**src/rtl/fetch_queue.sv**
```systemverilog
// fetch_queue: prefetching fetch stage; issues sequential reads and buffers {pc, insn} pairs for decode.
// Latency: a response accepted at edge N is presented on insn_valid_o/pc_o/insn_o after edge N (no bypass).
// Backpressure: requests issue only while occupancy + in-flight reads < DEPTH; decode throttles via insn_ready_i.
//
// Ports:
//   clk, rst                    clock and synchronous active-low reset
//   req_valid_o/req_addr_o      memory read request (req_ready_i accepts)
//   resp_valid_i/resp_data_i    in-order read data
//   redirect_i/redirect_pc_i    flush buffer, drop in-flight reads, restart at word-aligned PC
//   insn_valid_o/insn_ready_i   head-of-queue handshake to decode; pc_o/insn_o are 0 when empty
// Optional: define FETCHQ_PERF_EN to add perf_flush_o (redirect count) and perf_stall_o (empty-cycle count).
module fetch_queue #(
    parameter int                AWIDTH          = 32,
    parameter int                DWIDTH          = 32,
    parameter int                DEPTH           = 4,
    parameter int                MAX_OUTSTANDING = 2,
    parameter logic [AWIDTH-1:0] RESET_PC        = 32'h0100_0000
) (
    input  logic              clk,
    input  logic              rst,
    output logic              req_valid_o,
    output logic [AWIDTH-1:0] req_addr_o,
    input  logic              req_ready_i,
    input  logic              resp_valid_i,
    input  logic [DWIDTH-1:0] resp_data_i,
    input  logic              redirect_i,
    input  logic [AWIDTH-1:0] redirect_pc_i,
    output logic              insn_valid_o,
    input  logic              insn_ready_i,
    output logic [AWIDTH-1:0] pc_o,
    output logic [DWIDTH-1:0] insn_o
`ifdef FETCHQ_PERF_EN
    ,
    output logic [31:0]       perf_flush_o,
    output logic [31:0]       perf_stall_o
`endif
);

    localparam int PW = $clog2(DEPTH);
    localparam int CW = PW + 1;
    localparam int OW = $clog2(MAX_OUTSTANDING + 1);
    localparam int SW = ((CW > OW) ? CW : OW) + 1;

    typedef struct packed {
        logic [AWIDTH-1:0] pc;
        logic [DWIDTH-1:0] insn;
    } entry_t;

    entry_t            mem [DEPTH];
    logic [PW-1:0]     wr_ptr;
    logic [PW-1:0]     rd_ptr;
    logic [CW-1:0]     count;
    logic [OW-1:0]     outstanding;
    logic [OW-1:0]     discard;
    logic [AWIDTH-1:0] fetch_pc;
    logic [AWIDTH-1:0] resp_pc;

    logic [SW-1:0]     inflight;
    logic [AWIDTH-1:0] redirect_tgt;
    logic              issue;
    logic              resp_acc;
    logic              drop;
    logic              push;
    logic              pop;

    // Reserving a slot for every in-flight read means a response can always be pushed.
    assign inflight     = SW'(count) + SW'(outstanding);
    assign req_valid_o  = !redirect_i && (inflight < SW'(DEPTH))
                          && (outstanding < OW'(MAX_OUTSTANDING));
    assign req_addr_o   = fetch_pc;
    assign redirect_tgt = redirect_pc_i & ~AWIDTH'(3);

    assign issue    = req_valid_o && req_ready_i;
    // A response with nothing outstanding is a protocol error and is ignored.
    assign resp_acc = resp_valid_i && (outstanding != '0);
    assign drop     = resp_acc && (discard != '0);
    assign push     = resp_acc && (discard == '0);
    assign pop      = insn_valid_o && insn_ready_i;

    always_ff @(posedge clk) begin
        if (!rst) begin
            fetch_pc    <= RESET_PC;
            resp_pc     <= RESET_PC;
            wr_ptr      <= '0;
            rd_ptr      <= '0;
            count       <= '0;
            outstanding <= '0;
            discard     <= '0;
        end else begin
            // issue is already suppressed during a redirect, so this holds in both cases.
            case ({issue, resp_acc})
                2'b10:   outstanding <= outstanding + OW'(1);
                2'b01:   outstanding <= outstanding - OW'(1);
                default: ;
            endcase

            if (redirect_i) begin
                fetch_pc <= redirect_tgt;
                resp_pc  <= redirect_tgt;
                wr_ptr   <= '0;
                rd_ptr   <= '0;
                count    <= '0;
                // Every read still in flight after this edge belongs to the old stream.
                // Reads already marked for discard are a subset of them, so the new
                // discard count is simply what remains outstanding; a response arriving
                // now is dropped as well. This keeps back-to-back redirects exact.
                discard  <= outstanding - OW'(resp_acc);
            end else begin
                if (issue) begin
                    fetch_pc <= fetch_pc + AWIDTH'(4);
                end
                if (drop) begin
                    discard <= discard - OW'(1);
                end
                if (push) begin
                    wr_ptr  <= wr_ptr + PW'(1);
                    resp_pc <= resp_pc + AWIDTH'(4);
                end
                if (pop) begin
                    rd_ptr <= rd_ptr + PW'(1);
                end
                case ({push, pop})
                    2'b10:   count <= count + CW'(1);
                    2'b01:   count <= count - CW'(1);
                    default: ;
                endcase
            end
        end
    end

    // Storage needs no reset; validity is tracked by count.
    always_ff @(posedge clk) begin
        if (rst && !redirect_i && push) begin
            mem[wr_ptr] <= '{pc: resp_pc, insn: resp_data_i};
        end
    end

    assign insn_valid_o = (count != '0);
    assign pc_o         = insn_valid_o ? mem[rd_ptr].pc   : '0;
    assign insn_o       = insn_valid_o ? mem[rd_ptr].insn : '0;

`ifdef FETCHQ_PERF_EN
    always_ff @(posedge clk) begin
        if (!rst) begin
            perf_flush_o <= '0;
            perf_stall_o <= '0;
        end else begin
            if (redirect_i && (perf_flush_o != 32'hFFFF_FFFF)) begin
                perf_flush_o <= perf_flush_o + 32'd1;
            end
            if (!insn_valid_o && (perf_stall_o != 32'hFFFF_FFFF)) begin
                perf_stall_o <= perf_stall_o + 32'd1;
            end
        end
    end
`endif

endmodule

```
**config.mk**
```make
export PLATFORM = sky130hd
export DESIGN_NAME = fetch_queue
export DESIGN_NICKNAME = d
export VERILOG_FILES = /design/src/rtl/fetch_queue.sv
export SDC_FILE = /design/constraint.sdc
export NUM_CORES = 1
export LEC_CHECK = 0
export BUFFER_PORTS_ARGS = -buffer_cell sky130_fd_sc_hd__buf_4
export CORE_AREA = 2 2 166 168
export CTS_BUF_LIST = sky130_fd_sc_hd__clkbuf_8
export CTS_CLUSTER_SIZE = 12
export DETAILED_ROUTE_END_ITERATION = 8
export DIE_AREA = 0 0 168 170
export PLACE_DENSITY = 0.77
export SETUP_SLACK_MARGIN = 0.02
export SYNTH_ARGS = -nofsm -noshare
export SYNTH_HDL_FRONTEND = slang
export SYNTH_SLANG_ARGS = --single-unit
export TNS_END_PERCENT = 20
```
**constraint.sdc**
```tcl
create_clock -name clk -period 4.2 [get_ports clk]
set_clock_uncertainty 0.05 [all_clocks]
set_input_delay 0 -clock clk [delete_from_list [all_inputs] [get_ports clk]]
set_output_delay 0 -clock clk [all_outputs]
set_load 0.01 [all_outputs]
```
# ---- Yosys cells after proc, flatten, opt, wreduce, memory -nomap -nowiden
# Memory sizes are Yosys's and may differ from the RTL's. A register that Yosys moved wholly into a read port is not among the register bits.
# Index checks and enable logic that the tools add are counted.
dict set report word_totals {
  ff_bits 75
  mem_bits_rw 256
  inputBits 70
  out_inout_bits 98
  mem_count 1
}
dict set report classes {
  add_sub_neg 11
  n_lt_le_gt_ge 2
  n_eq_ne 4
  n_mux 14
  n_bitwise 1
  n_reduce_logical 20
}
# name words word_bits read_ports rd_clocked_by_memory_dff wr line_no
set mem_list {}
lappend mem_list {mem 4 64 1 1 1 49} ;# entry_t mem [DEPTH];
# operator count
set ops {}
lappend ops {{$mux W32} 6}
lappend ops {{$add A32 B3 Y32 const B} 2}
lappend ops {{$reduce_bool A2 Y1} 7}
lappend ops {{$logic_and A1 B1 Y1} 9}
lappend ops {{$mux W2} 4}
lappend ops {{$add A2 B1 Y2 const B} 3}
lappend ops {{$pmux W3 S2} 1}
lappend ops {{$add A3 B2 Y4} 1}
lappend ops {{$eq A2 B1 Y1 const B} 2}
lappend ops {{$eq A2 B2 Y1 const B} 2}
lappend ops {{$lt A4 B3 Y1 const B} 1}
lappend ops {{$pmux W2 S2} 1}
lappend ops {{$sub A2 B1 Y2 const B} 2}
lappend ops {{$add A3 B1 Y3 const B} 1}
lappend ops {{$reduce_bool A3 Y1} 1}
lappend ops {{$sub A3 B1 Y3 const B} 1}
lappend ops {{$logic_not A2 Y1} 1}
lappend ops {{$lt A2 B2 Y1 const B} 1}
lappend ops {{$mux W1} 2}
lappend ops {{$reduce_or A2 Y1} 1}
lappend ops {{$sub A2 B1 Y2} 1}
lappend ops {{$logic_not A1 Y1} 1}
lappend ops {{$not A1 Y1} 1}

# ---- Longest topological paths before layout
# Gate-level depths: netlist of run 1.
dict set report logic_depth {
  word_depth 7
  depth_mapped 11
  depth_no_buf 10
}

# ---- Worst setup path after synthesis of run 1
# OpenSTA, ideal clock, no wires.
dict set report synth_timing {
  path_kind {reg-to-reg}
  start {register outstanding[0]}
  end {memory mem[0][0] (netlist bit), enable pin}
  setup_time_ps 427
  arrival_time_ps 2534
  setup_slack_ps 1190
  path_stages_with_launch 5
  period_less_slack_ps 3010
  path_cell_list {dfxtp_1 > clkbuf_1 > o211a_1 > clkbuf_1 > and3_1}
}
dict set report synth_between {
  elab_chain_cells 6
}
# item line_no
set synth_rtl {}
lappend synth_rtl {{start, declared} 53} ;# logic [OW-1:0] outstanding;
lappend synth_rtl {{start signal, assigned} 92} ;# 2'b10: outstanding <= outstanding + OW'(1);
lappend synth_rtl {{start signal, assigned} 93} ;# 2'b01: outstanding <= outstanding - OW'(1);
lappend synth_rtl {{$reduce_bool A2 Y1} 75} ;# assign resp_acc = resp_valid_i && (outstanding != '0);
lappend synth_rtl {{$logic_and A1 B1 Y1} 75}
lappend synth_rtl {{$logic_and A1 B1 Y1} 77} ;# assign push = resp_acc && (discard == '0);
lappend synth_rtl {{$logic_and A1 B1 Y1} 133} ;# if (rst && !redirect_i && push) begin
lappend synth_rtl {{$mux W1} 133}
lappend synth_rtl {{$mux W1 (not written as such)} 134} ;# mem[wr_ptr] <= '{pc: resp_pc, insn: resp_data_i};
lappend synth_rtl {{end, declared} 49}
# No other way between the ends.

# ---- Final worst setup path of run 1
dict set report layout_timing {
  start {register outstanding[1]}
  end {register fetch_pc[22] (netlist: req_addr_o[22])}
}
dict set report layout_between {
  elab_chain_cells 6
  word_cells_on_any_way 7
}
# item line_no
set layout_rtl {}
lappend layout_rtl {{$add A3 B2 Y4} 67} ;# assign inflight = SW'(count) + SW'(outstanding);
lappend layout_rtl {{$lt A4 B3 Y1} 68} ;# assign req_valid_o = !redirect_i && (inflight < SW'(DEPTH))
lappend layout_rtl {{$logic_and A1 B1 Y1} 68}
lappend layout_rtl {{$logic_and A1 B1 Y1 (*)} 69} ;# && (outstanding < OW'(MAX_OUTSTANDING));
lappend layout_rtl {{$logic_and A1 B1 Y1 (*)} 73} ;# assign issue = req_valid_o && req_ready_i;
lappend layout_rtl {{$reduce_bool A2 Y1 (no source line) (*)} n/a}
lappend layout_rtl {{end signal, assigned} 98} ;# fetch_pc <= redirect_tgt;
lappend layout_rtl {{end signal, assigned} 110} ;# fetch_pc <= fetch_pc + AWIDTH'(4);
lappend layout_rtl {{end, declared} 55} ;# logic [AWIDTH-1:0] fetch_pc;
# Every way passes the cells marked *; elsewhere a longest branch is shown, timed or not.
# A chain may end at the register's enable or synchronous reset.

==> results of run 1 <==
## synth_stat cells, drive strengths merged (22+ instances only)
library cell and n:
edfxtp 248, dfxtp 73, and2 66, mux4 62, a21oi 57, nand2 37
xnor2 37, clkbuf 36, o21ai 34, xor2 25, nand3 22
## logic make-up after synthesis
logic type      Yosys count  share of synthesized area, %
flops                   321                          67.3
simple gates            236                          10.2
compound gates          105                          4.24
buf+inv                  67                          2.22
mux                      64                          10.7
xor+xnor                 62                          4.10
fa+ha+maj                12                          1.19
other cells               1                        0.0283
## power by group
part | internal, mW | total (mW) | switching [mW]
Sequential | 3.52 | 3.63 | 0.108
Clock | 1.17 | 2.30 | 1.13
Combinational | 0.348 | 0.694 | 0.345
Total | 5.04 | 6.62 | 1.58
## worst max-delay path, cell delays in order (launching register included)
cell and delay, ns:
sky130_fd_sc_hd__dfxtp_1 0.39, sky130_fd_sc_hd__ha_1 0.24, sky130_fd_sc_hd__or4b_4 0.49, sky130_fd_sc_hd__or2_1 0.45
sky130_fd_sc_hd__and3_1 0.29, sky130_fd_sc_hd__a21oi_1 0.10, sky130_fd_sc_hd__dlygate4sd3_1 0.57, sky130_fd_sc_hd__o22ai_1 0.09
sky130_fd_sc_hd__dlygate4sd3_1 0.57
## flip-flops by register name, summed over array words and instances, names as in the netlist, named ones only
signal,flops
discard,2
wr_ptr,2
rd_ptr,2
mem,248
resp_pc,30
req_addr_o,30
outstanding,2
count,3
## stage by stage
step | util [%] | hold slack, ns | worst slack [ns]
after CTS | 61.7 | 0.0921 | 0.896
final | 61.7 | 0.134 | 0.841
after floorplan | - | 0.0489 | 1.19
after global routing | 61.7 | 0.121 | 0.674
after detailed placement | 55.5 | 0.153 | 1.52
after global placement | 55.5 | 0.152 | 1.56
## routing by layer
layer	track usage (%)	wire length (µm)
met4	5.60	412
met1	27.2	12100
met3	3.33	1860
met2	33.1	13500
met5	0	0
## area by class of cell
| cell class | count | area (µm²) |
|---|---|---|
| inverter | 17 | 63.8 |
| tap | 341 | 427 |
| clock buffer | 53 | 729 |
| sequential | 321 | 8910 |
| multi-input combinational | 483 | 4050 |
| clock inverter | 39 | 168 |
| timing repair buffer | 249 | 2080 |
| fill | 1962 | 10200 |
## worst max-delay path by stage
stage / slack, ns / start / end
floorplan: 1.19 / outstanding[0] / mem[0][0]
global placement: 1.56 / discard[0] / mem[0][30]
detailed placement: 1.52 / rst / mem[0][42]
CTS: 0.90 / outstanding[1] / req_addr_o[30]
global route: 0.67 / outstanding[1] / req_addr_o[22]
finish: 0.84 / outstanding[1] / req_addr_o[22]
==> out/summary.md, run 1 <==
For the hold violation count in the final report, the log shows 0. In this run the count of I/O pins placed on the die edge is 168. The highest ir drop seen on vdd was 0.185 mV; the number of CTS-inserted buffers was 50.

The logs give 44500 µm for the first-pass GRT wire length and 0 for the final setup violation count. Setup repair after global routing left no endpoint under its margin. In this run the critical register-to-register path is captured at req_addr_o[22].

The run gives 3.76 ns as the arrival time of data at the critical path endpoint. The number of max-slew violations in the final report was 0. The power per standard cell area was 403 nW/µm².

The tools report the accumulated negative setup slack as 0 ns. Number of setup buffers added after CTS: 0. Leaving out fill and tap cells, the most frequent cell in the layout is sky130_fd_sc_hd__edfxtp_1. In the layout the commonest cells are sky130_fd_sc_hd__edfxtp_1 (248), sky130_fd_sc_hd__buf_4 (172), sky130_fd_sc_hd__dlygate4sd3_1 (75). In this run the clock root is driven by a sky130_fd_sc_hd__clkbuf_8. In this run the deepest clock path goes through 3 buffers.

Summing the sequential cell areas from Yosys gives 67.3% of the chip area. Minimum clock period: 3.36 ns. In this run the most critical hold path is launched from resp_data_i[1].

Counting distinct cell types in the post-synthesis netlist gives 48. The vias after detailed routing was 8247. In this run the remaining antenna-violating nets after routing total 0. STA classifies the critical path endpoint as a flip-flop.

The number of stages on the worst hold path is 2, and the width of the die is 168 µm. Dividing the synthesized area by the synthesized cell count gives 15.2 µm². In the synthesized netlist, the number of instances is 868. At the end of routability-driven placement, the weighted congestion stood at 0.875.

The die height is 170 µm, and the number of detailed-routing iterations run before antenna repair is 5. In this run, placement finished with an instance count of 1336. The flow ran to the end, and the final reports show no timing, DRC or antenna violations. The maximum fanout along the worst path works out to 15. The total standard cell area after synthesis came out at 13200 µm². The die covers 28600 µm². In this run the tightest slew margin relative to its limit is 38.5%. The worst hold path belongs to the class in2reg. Leading register cell type out of synthesis: sky130_fd_sc_hd__edfxtp_1.

The clock latency on the worst-skew pair was 0.56 ns; the DRC violation count after routing was 0. The worst hold path terminates at mem[1][1]. The initial antenna violation count is 0, and the cts-stage hold buffer count is 75.

Area growth from synthesis to layout: 24.2%. After detailed placement, the total cell area comes to 14800 µm². Counting flops and latches in the post-synthesis netlist gives 321. During placement, the flow inserted port buffers numbering 161.

The depth of the worst register-to-register path is 8. The tools report the kind of launch point of the worst setup path as a flip-flop. The area fraction of the dominant cell type after synthesis came out at 56.3%. The all-layer global routing usage was 19.8%; the count of non-filler cells in the finished layout was 1503. Summed over all cells, the static leakage comes to 5.77 nW. For the number of cells upsized or downsized after cts, the log shows 0. The number of global-route vias before repair was 8485.

The tree built by TritonCTS fans out to 321 sinks. Across the run, the number of max-cap violations was 0. Wires add up to 27800 µm. Summed over all layers, the global routing overflow is 0. The net count of the finished layout is 1204. Async set-reset flop share out of synthesis: 0%. In this run the number of H-tree levels came out at 2. The maximum achievable frequency was 0.298 GHz. For the largest net degree at the start of global routing, the log shows 64. The repair_antennas step left the layout with diodes totalling 0. sky130_fd_sc_hd__edfxtp_1 takes more of the synthesized area than any other cell. For the pin with the worst max-slew slack, the measured transition is 0.922 ns. The design draws 6.62 mW.

The number of enable flip-flop cells after synthesis works out to 248. The setup path with the least slack is of type reg2reg. Clock-pin slew was measured on the worst setup and hold paths at 0.06 ns. At the worst endpoint, the required time is 4.60 ns.

After detailed routing, the number of vias per cell comes to 5.49. The startpoint identified for the worst register-to-register timing path is outstanding[1]. In the post-synthesis netlist, the biggest area contributors are sky130_fd_sc_hd__edfxtp_1 (56%), sky130_fd_sc_hd__dfxtp_1 (11%), sky130_fd_sc_hd__mux4_2 (11%). In the finished design, the share of the clock period the worst path needs comes to 80.0%. Once the floorplan was initialized, standard cells occupied 49.7% of the core. TritonCTS built the clock tree. The region available for standard cell placement spans 26700 µm². The run gives 60 as the site row count. The setup slack of the most critical reg-to-reg path was 0.84 ns.

The ratio of cells with drive above 1 in the final layout was 26.6%; the detailed placement HPWL was 17300 µm. The post-layout instance area was 16400 µm²; the average wire per cell in the routed design was 18.5 µm. The run gives 0 as the total number of yosys warnings. In this run, the number of DRC markers left after iteration 0 of detailed routing was 713.
Note: power is estimated with default switching activity, not from simulation.
==> run 2: changes to the inputs <==
--- a/config.mk
+++ b/config.mk
@@ -5,13 +5,14 @@
 export SDC_FILE = /design/constraint.sdc
 export NUM_CORES = 1
 export LEC_CHECK = 0
+export ABC_AREA = 1
 export BUFFER_PORTS_ARGS = -buffer_cell sky130_fd_sc_hd__buf_4
-export CORE_AREA = 2 2 166 168
+export CORE_AREA = 2 2 173 175
 export CTS_BUF_LIST = sky130_fd_sc_hd__clkbuf_8
 export CTS_CLUSTER_SIZE = 12
 export DETAILED_ROUTE_END_ITERATION = 8
-export DIE_AREA = 0 0 168 170
-export PLACE_DENSITY = 0.77
+export DIE_AREA = 0 0 175 177
+export PLACE_DENSITY = 0.79
 export SETUP_SLACK_MARGIN = 0.02
 export SYNTH_ARGS = -nofsm -noshare
 export SYNTH_HDL_FRONTEND = slang
==> constraint.sdc (replaced) <==
create_clock -name clk -period 2.8 [get_ports clk]
set_clock_uncertainty 0.05 [all_clocks]
set_input_delay 0 -clock clk [delete_from_list [all_inputs] [get_ports clk]]
set_output_delay 0 -clock clk [all_outputs]
set_load 0.01 [all_outputs]
==> run 2 against run 1 <==
  * Register-to-register slack worse by 0.24 ns
  * Critical path depth down 3
  * Area after synthesis up 8.4%
  * Setup slack worse by 0.54 ns
  * Cell count up 46%
  * Non-clock buffer count up 10
  * Wire length up 31%
  * Sequential power up 48%
  * Utilization down 1.1 points
  * Total power up 49%
==> out/summary.md, run 2 <==
The flow ran to the end, and the final reports show no timing, DRC or antenna violations. Clock tree synthesis inserted a total of 50 buffers. Once the floorplan was initialized, standard cells occupied 49.0% of the core. Dominant combinational cell family by area after synthesis: simple AND/OR/NAND/NOR gates. Synthesis produced a netlist whose cell count is 1527. In this run, the number of DRC markers left after iteration 0 of detailed routing was 867. Buffers added to address setup during post-CTS repair amount to 0. Dividing total power by cell area gives a power density of 557 nW/µm². The tool flagged a number of max-cap violations equal to 0.

Number of enable flip-flop cells after synthesis: 248. In this run, post-CTS repair resized a total of 0 instances. Detailed placement HPWL: 23000 µm.

Summing the areas of all compound-gate instances in the mapped netlist gives 10.8% of the synthesized area. The number of max-slew violations in the final report is 0. The xor and xnor area share after synthesis came out at 1.16%. By count the netlist is led by sky130_fd_sc_hd__nor2_1 (363), sky130_fd_sc_hd__edfxtp_1 (248), sky130_fd_sc_hd__nand2_1 (244). The clock slew at the register clock pins of the worst setup and hold paths was 0.06 ns; the placer's final routability congestion estimate was 0.949. Post-synthesis area per instance: 9.39 µm². The tools report the kind of launch point of the worst setup path as a flip-flop.

The area growth from synthesis to layout is 23.4%. The die covers 31000 µm². TritonCTS built the clock tree.

For the maximum achievable frequency, the log shows 0.401 GHz. Of the total synthesized cell area, the portion taken by full adders, half adders and majority gates is 1.10%. For the worst setup path, the data required time is 2.75 ns. The first global-routing pass estimated 56900 µm of wire.

By area the synthesized netlist is led by sky130_fd_sc_hd__edfxtp_1 (52%), sky130_fd_sc_hd__dfxtp_1 (10%), sky130_fd_sc_hd__nor2_1 (9.5%). The critical path goes through inv_2 -> buf_12 -> o21ai_0 -> a21oi_1 -> buf_4. In this run the worst path has a maximum fanout of 100. Initial antenna violation count: 0. The type of destination of the critical path is a primary output. Summing every instance area after synthesis gives 14300 µm². The average vias per placed instance works out to 5.32. For this block, the routed nets add up to 36300 µm of wire. The layout has 2372 filler cells. In the layout the commonest cells are sky130_fd_sc_hd__nor2_1 (359), sky130_fd_sc_hd__edfxtp_1 (248), sky130_fd_sc_hd__nand2_1 (244).

In the routed design, unresolved DRC markers number 0. The tools report the final global-route overflow total as 0. The largest single stage delay on the critical path is 0.76 ns. Timing analysis after detailed placement gives a worst setup slack of 0.612 ns. Ranked by flip-flop count, first place goes to mem.

In this run the static leakage power is 6.80 nW. Number of global-route vias before repair: 11.4k. Of the cells placed in the final design, the portion with a size suffix greater than 1 is 16.1%.

For this run, the leading register cell type out of synthesis is sky130_fd_sc_hd__edfxtp_1. The die height was 177 µm; the width of the die was 175 µm. The final layout contains 1856 nets. IR analysis of the VDD net gives a maximum drop of 0.257 mV.

The worst min-delay path category is in2reg. The core region is 29200 µm². For the CTS H-tree depth, the log shows 2. In the post-synthesis netlist, the cell with the most instances is sky130_fd_sc_hd__nor2_1. Counting flops with an async set or reset pin after synthesis yields a share of 0%. For this design, the sink count on the clock tree is 321.

Subtracting the final worst setup slack from the clock period gives 2.50 ns. The total number of yosys warnings was 0. The critical path is of the reg2out type.

The number of input and output port buffers inserted was 161; the all-layer global routing usage was 23.1%. Total power for the finished layout comes to 9.86 mW. The number of distinct library cells after synthesis was 42. After synthesis, flip-flops and latches occupy 62.1% of the total area. The root cell of the clock tree is sky130_fd_sc_hd__clkbuf_8.

Setup violations remaining at the end of the flow were counted as 0. The synthesized design spends more area on one cell type than any other, namely sky130_fd_sc_hd__edfxtp_1. During I/O placement, the number of pins put on the boundary was 168. The slowest library cell on the worst path is sky130_fd_sc_hd__dfxtp_4.

The logs give 4800 µm² for the area of combinational cells with multiple inputs and 8910 µm² for the combined flip-flop and latch cell area. The number of buffers on the longest clock path came out at 3. In the finished design, the share of the clock period the worst path needs comes to 89.1%.

Clock latency on the worst-skew pair, taken at its later pin, is 0.57 ns. The count of nets left with antenna violations once routing finished came out at 0. At the worst endpoint, the arrival time is 2.45 ns. Setup slack closes at 0.304 ns. The hold violation count in the final report is 0, and the area fraction of the dominant cell type after synthesis is 51.9%.

In the synthesized netlist, mux cells make up 0% of the area. The flip-flop count of the largest register after layout was 248. For the largest net degree at the start of global routing, the log shows 101. The post-synthesis register bit count came out at 321. In this run the tightest slew margin relative to its limit is 44.4%. Dividing the detail-routed wire length by the instance count gives 16.5 µm. The first detailed-routing pass took 7 iterations. The site row count was 63; the worst-margin pin slew was 0.835 ns. The vias after detailed routing was 11.7k; the area share of and/or/nand/nor cells after synthesis was 20.1%. Setup repair after global routing left no endpoint under its margin.

The tools report the final antenna diode count as 0. The library cell used most frequently in the layout, excluding fill and tap cells, is sky130_fd_sc_hd__nor2_1.
run 2: cell types whose count changed in the layout (fill, tap and decap cells not counted), moves of 14 or more:
cell,delta
sky130_fd_sc_hd__xnor2_1,-34
sky130_fd_sc_hd__nand3_1,+37
sky130_fd_sc_hd__mux4_2,-62
sky130_fd_sc_hd__nor2_1,+339
sky130_fd_sc_hd__and2_1,-66
sky130_fd_sc_hd__nand2_1,+207
sky130_fd_sc_hd__a21oi_1,+58
sky130_fd_sc_hd__o21ai_0,+139
sky130_fd_sc_hd__inv_1,+58
sky130_fd_sc_hd__nand4_1,-14
run 2: area by class of cell:
type,count,area share [%]
clock buffer,52,4.04
clock inverter,36,1.18
inverter,96,2.06
multi-input combinational,1046,27.1
sequential,321,50.4
tap,390,2.76
timing repair buffer,259,12.5
run 2: path summary, 6_finish.rpt:
check / slack [ns] / end / startpoint / cells past startpoint
worst max-delay path: 0.30 / pc_o[10] / flip-flop / 5
worst max register to register: 0.60 / mem[2][9] / outstanding[1] / 7
worst min register to register: 0.41 / flip-flop / rd_ptr[1] / 2
worst min-delay path: 0.13 / mem[3][20] / resp_data_i[20] / 2
run 2: per-stage QoR:
stage / cells / TNS [ns] / hold slack (ns) / util, % / area, µm²
5_1_grt: 2200 / 0 / 0.118 / 60.5 / 17700
3_5_place_dp: 2038 / 0 / 0.155 / 54.8 / 16000
3_3_place_gp: 2038 / 0 / 0.148 / 54.8 / 16000
4_1_cts: 2200 / 0 / 0.101 / 60.5 / 17700
6_report: 2200 / 0 / 0.134 / 60.5 / 17700
2_1_floorplan: 1530 / -62.98 / 0.0489 / - / 14400
run 2: kinds of logic (layout without fill, tap and decap cells):
kind of cell             count (synthesis)  in the layout
AND/OR/NAND/NOR                        707            707
flip-flops                             321            321
adder cells (fa/ha/maj)                 12             12
XOR/XNOR                                19             19
buffers and inverters                  163            443
AO/OA/AOI/OAI                          304            304
other                                    1              4
run 2: per-layer routing:
metal | GRT usage (%) | part of all wire (%) | vias up
li1 | - | - | 5634
met1 | 29.3 | 41 | 5475
met2 | 40.8 | 49 | 517
met3 | 3.82 | 8.1 | 70
met4 | 6.81 | 2.1 | 0
met5 | 0 | 0 | -
run 2: timing repair:
item,4_1_cts,5_1_grt
endpoints found under the setup margin,0,0
hold buffers,74,0
hold endpoints to repair,197,0
run 2: critical path, delay by kind of cell (launching register included):
family                 cells  cell delay [ns]
buffers and inverters      3             0.58
DFF                        1             0.76
AOI/OAI and AO/OA          2             0.45
run 2: report_power, final:
group / switching, mW / internal, mW
registers: 0.135 / 5.23
clock network: 1.77 / 1.91
logic: 0.461 / 0.352
total: 2.37 / 7.49
==> run 3: changes to the inputs <==
--- a/config.mk
+++ b/config.mk
@@ -12,7 +12,8 @@
 export CTS_CLUSTER_SIZE = 12
 export DETAILED_ROUTE_END_ITERATION = 8
 export DIE_AREA = 0 0 175 177
-export PLACE_DENSITY = 0.79
+export MAX_ROUTING_LAYER = met4
+export PLACE_DENSITY = 0.76
 export SETUP_SLACK_MARGIN = 0.02
 export SYNTH_ARGS = -nofsm -noshare
 export SYNTH_HDL_FRONTEND = slang
==> constraint.sdc (replaced) <==
create_clock -name clk -period 2.72 [get_ports clk]
set_clock_uncertainty 0.05 [all_clocks]
set_input_delay 0 -clock clk [delete_from_list [all_inputs] [get_ports clk]]
set_output_delay 0 -clock clk [all_outputs]
set_load 0.01 [all_outputs]
==> run 3 against run 2 <==
  * Wire length grew 0.82%
  * Clock power grew 7.6%
  * Flip-flop and latch count is the same
  * Sequential share of layout area shrank 0.18 points
==> out/summary.md, run 3 (synthesis results as in run 2) <==
The flow ran to the end, and the final reports show no timing, DRC or antenna violations. The number of max-slew violations in the final report is 0, and the ratio of cells with drive above 1 in the final layout is 16.3%. The first routing iteration left 1166 violations.

The die is 175 µm wide. The average wire per cell in the routed design is 16.6 µm. Subtracting the final worst setup slack from the clock period gives 2.51 ns. Across all setup checks in the final design, the least slack found is 0.209 ns.

The CTS H-tree depth is 2, and the number of input and output port buffers inserted is 161. The worst min-delay path category was in2reg. For the post-detailed-route count of antenna-violating nets, the log shows 0.

Initial antenna violation count: 0. The slowest library cell on the worst path was sky130_fd_sc_hd__buf_4. No sink is reached through more buffers than the 3 on the longest clock path. The leakage power of the design is 6.81 nW, and the count of pins on the block boundary is 168. The run gives 0 as the final global-route overflow total. Arrival time of data at the critical path endpoint: 2.46 ns. For this block, the routed nets add up to 36600 µm of wire. After floorplanning, the core was divided into 63 placement rows. The floorplan step defined a core boundary enclosing 29200 µm². Setup repair after global routing left no endpoint under its margin.

The number of global-route vias before repair is 11.4k. Area growth from synthesis to layout: 23.8%. The type of destination of the critical path is a primary output. The critical path data required time came out at 2.67 ns.

The number of gates resized after CTS was 0. The run gives 10.3 mW as the overall power of the completed layout. The starting utilization of the core area was 49.0%.

After clock tree synthesis, the clock-pin slew on the worst setup and hold paths is 0.07 ns. The maximum fanout along the worst path was 46; the remaining max-slew budget at the tightest pin was 45.0%. Buffers inserted during clock tree synthesis total 51. The flip-flop count of the largest register after layout is 248, and the all-layer global routing usage is 24.2%. After detailed routing, the number of vias per cell comes to 5.34.

The DRC violation count after routing is 0, and the number of max-cap violations is 0. The critical path is of the reg2out type. For this run, the post-layout net count is 1858. The floorplan step set the die height to 177 µm. The hold violation count in the final report came out at 0. Leaving out fill and tap cells, the most frequent cell in the layout is sky130_fd_sc_hd__nor2_1.

Derived from the worst setup path, the maximum achievable clock frequency is 0.398 GHz. For this run, the detailed router's first-pass iteration total came to 5. For the final routed database, the setup TNS stands at 0 ns. For the worst-skew pair, the clock arrives at the later sink with an insertion delay of 0.58 ns. Register name with the most flops: mem. The power per standard cell area is 581 nW/µm². Across the VDD grid, the largest voltage drop is 0.341 mV. The worst path uses 92.3% of the clock period.

The cell that appears most often on the critical path is sky130_fd_sc_hd__buf_4. For this run, the slowest stage of the critical path takes 0.48 ns. The repair_antennas step left the layout with diodes totalling 0.

The first global-routing pass estimated 57700 µm of wire. The die covers 31000 µm². Walking the worst path, the cells encountered are inv_2 -> buf_4 -> o21ai_0 -> a21oi_1 -> buf_4.

The final setup violation count is 0. For the pin with the worst max-slew slack, the measured transition is 0.825 ns. The detailed placement HPWL came out at 22900 µm. In the layout the commonest cells are sky130_fd_sc_hd__nor2_1 (359), sky130_fd_sc_hd__edfxtp_1 (248), sky130_fd_sc_hd__nand2_1 (244). The kind of launch point of the worst setup path is a flip-flop.

For the number of clock sinks seen by CTS, the log shows 321. The run gives 11.8k as the vias after detailed routing. TritonCTS built the clock tree. Clock tree synthesis selected as its root buffer the cell sky130_fd_sc_hd__clkbuf_8. Entering global routing, the biggest net connects 64 pins.

At the end of routability-driven placement, the weighted congestion stood at 0.919. The logs give 0.489 ns for the pre-CTS worst setup slack and 0.26 ns for the setup slack of the most critical reg-to-reg path.
-- run 3: report_power, final --
part | leakage [nW] | switching [mW] | total (mW) | internal, mW
logic | 3.40 | 0.477 | 0.842 | 0.365
registers | 2.86 | 0.143 | 5.52 | 5.38
clock network | 0.552 | 1.85 | 3.96 | 2.10
-- run 3: final timing paths --
check	from	to	depth (start not counted)
worst max-delay path	flip-flop	insn_o[4]	5
worst min-delay path	resp_data_i[31]	mem[3][31]	2
worst max register to register	outstanding[1]	req_addr_o[17]	9
worst min register to register	rd_ptr[1]	flip-flop	2
-- run 3: cell type report --
class	instances	area, µm²
clock buffers	53	729
clock inverters	38	253
fillers	2333	11500
inverters	96	365
multi-input cells	1046	4800
flip-flops and latches	321	8910
well taps	390	488
repair buffers	260	2210
-- run 3: repair_timing --
item,CTS,global route
endpoints found under the setup margin,0,0
setup buffers,0,0
hold buffers,78,0
endpoints found under the hold margin,199,0
-- run 3: per-stage QoR --
| stage | instances | instance area (µm²) | hold WS, ns | util, % |
|---|---|---|---|---|
| finish | 2204 | 17800 | 0.130 | 60.7 |
| global route | 2204 | 17800 | 0.104 | 60.7 |
| CTS | 2204 | 17800 | 0.103 | 60.7 |
| detailed placement | 2035 | 16000 | 0.154 | 54.7 |
| global placement | 2035 | 16000 | 0.149 | 54.7 |
| floorplan | 1530 | 14400 | 0.0489 | - |
-- run 3: critical path, delay by kind of cell (launching register included) --
kind	cells	cell delay [ns]
buffers and inverters	3	1.04
flip-flops	1	0.43
AO/OA/AOI/OAI	2	0.40
-- run 3: routing by layer --
layer | share of wire (%) | vias to the layer above | GRT usage (%)
li1 | - | 5629 | -
met1 | 41 | 5554 | 30.2
met2 | 48 | 520 | 40.6
met3 | 7.6 | 72 | 3.59
met4 | 2.7 | 0 | 8.33
met5 | 0 | - | -
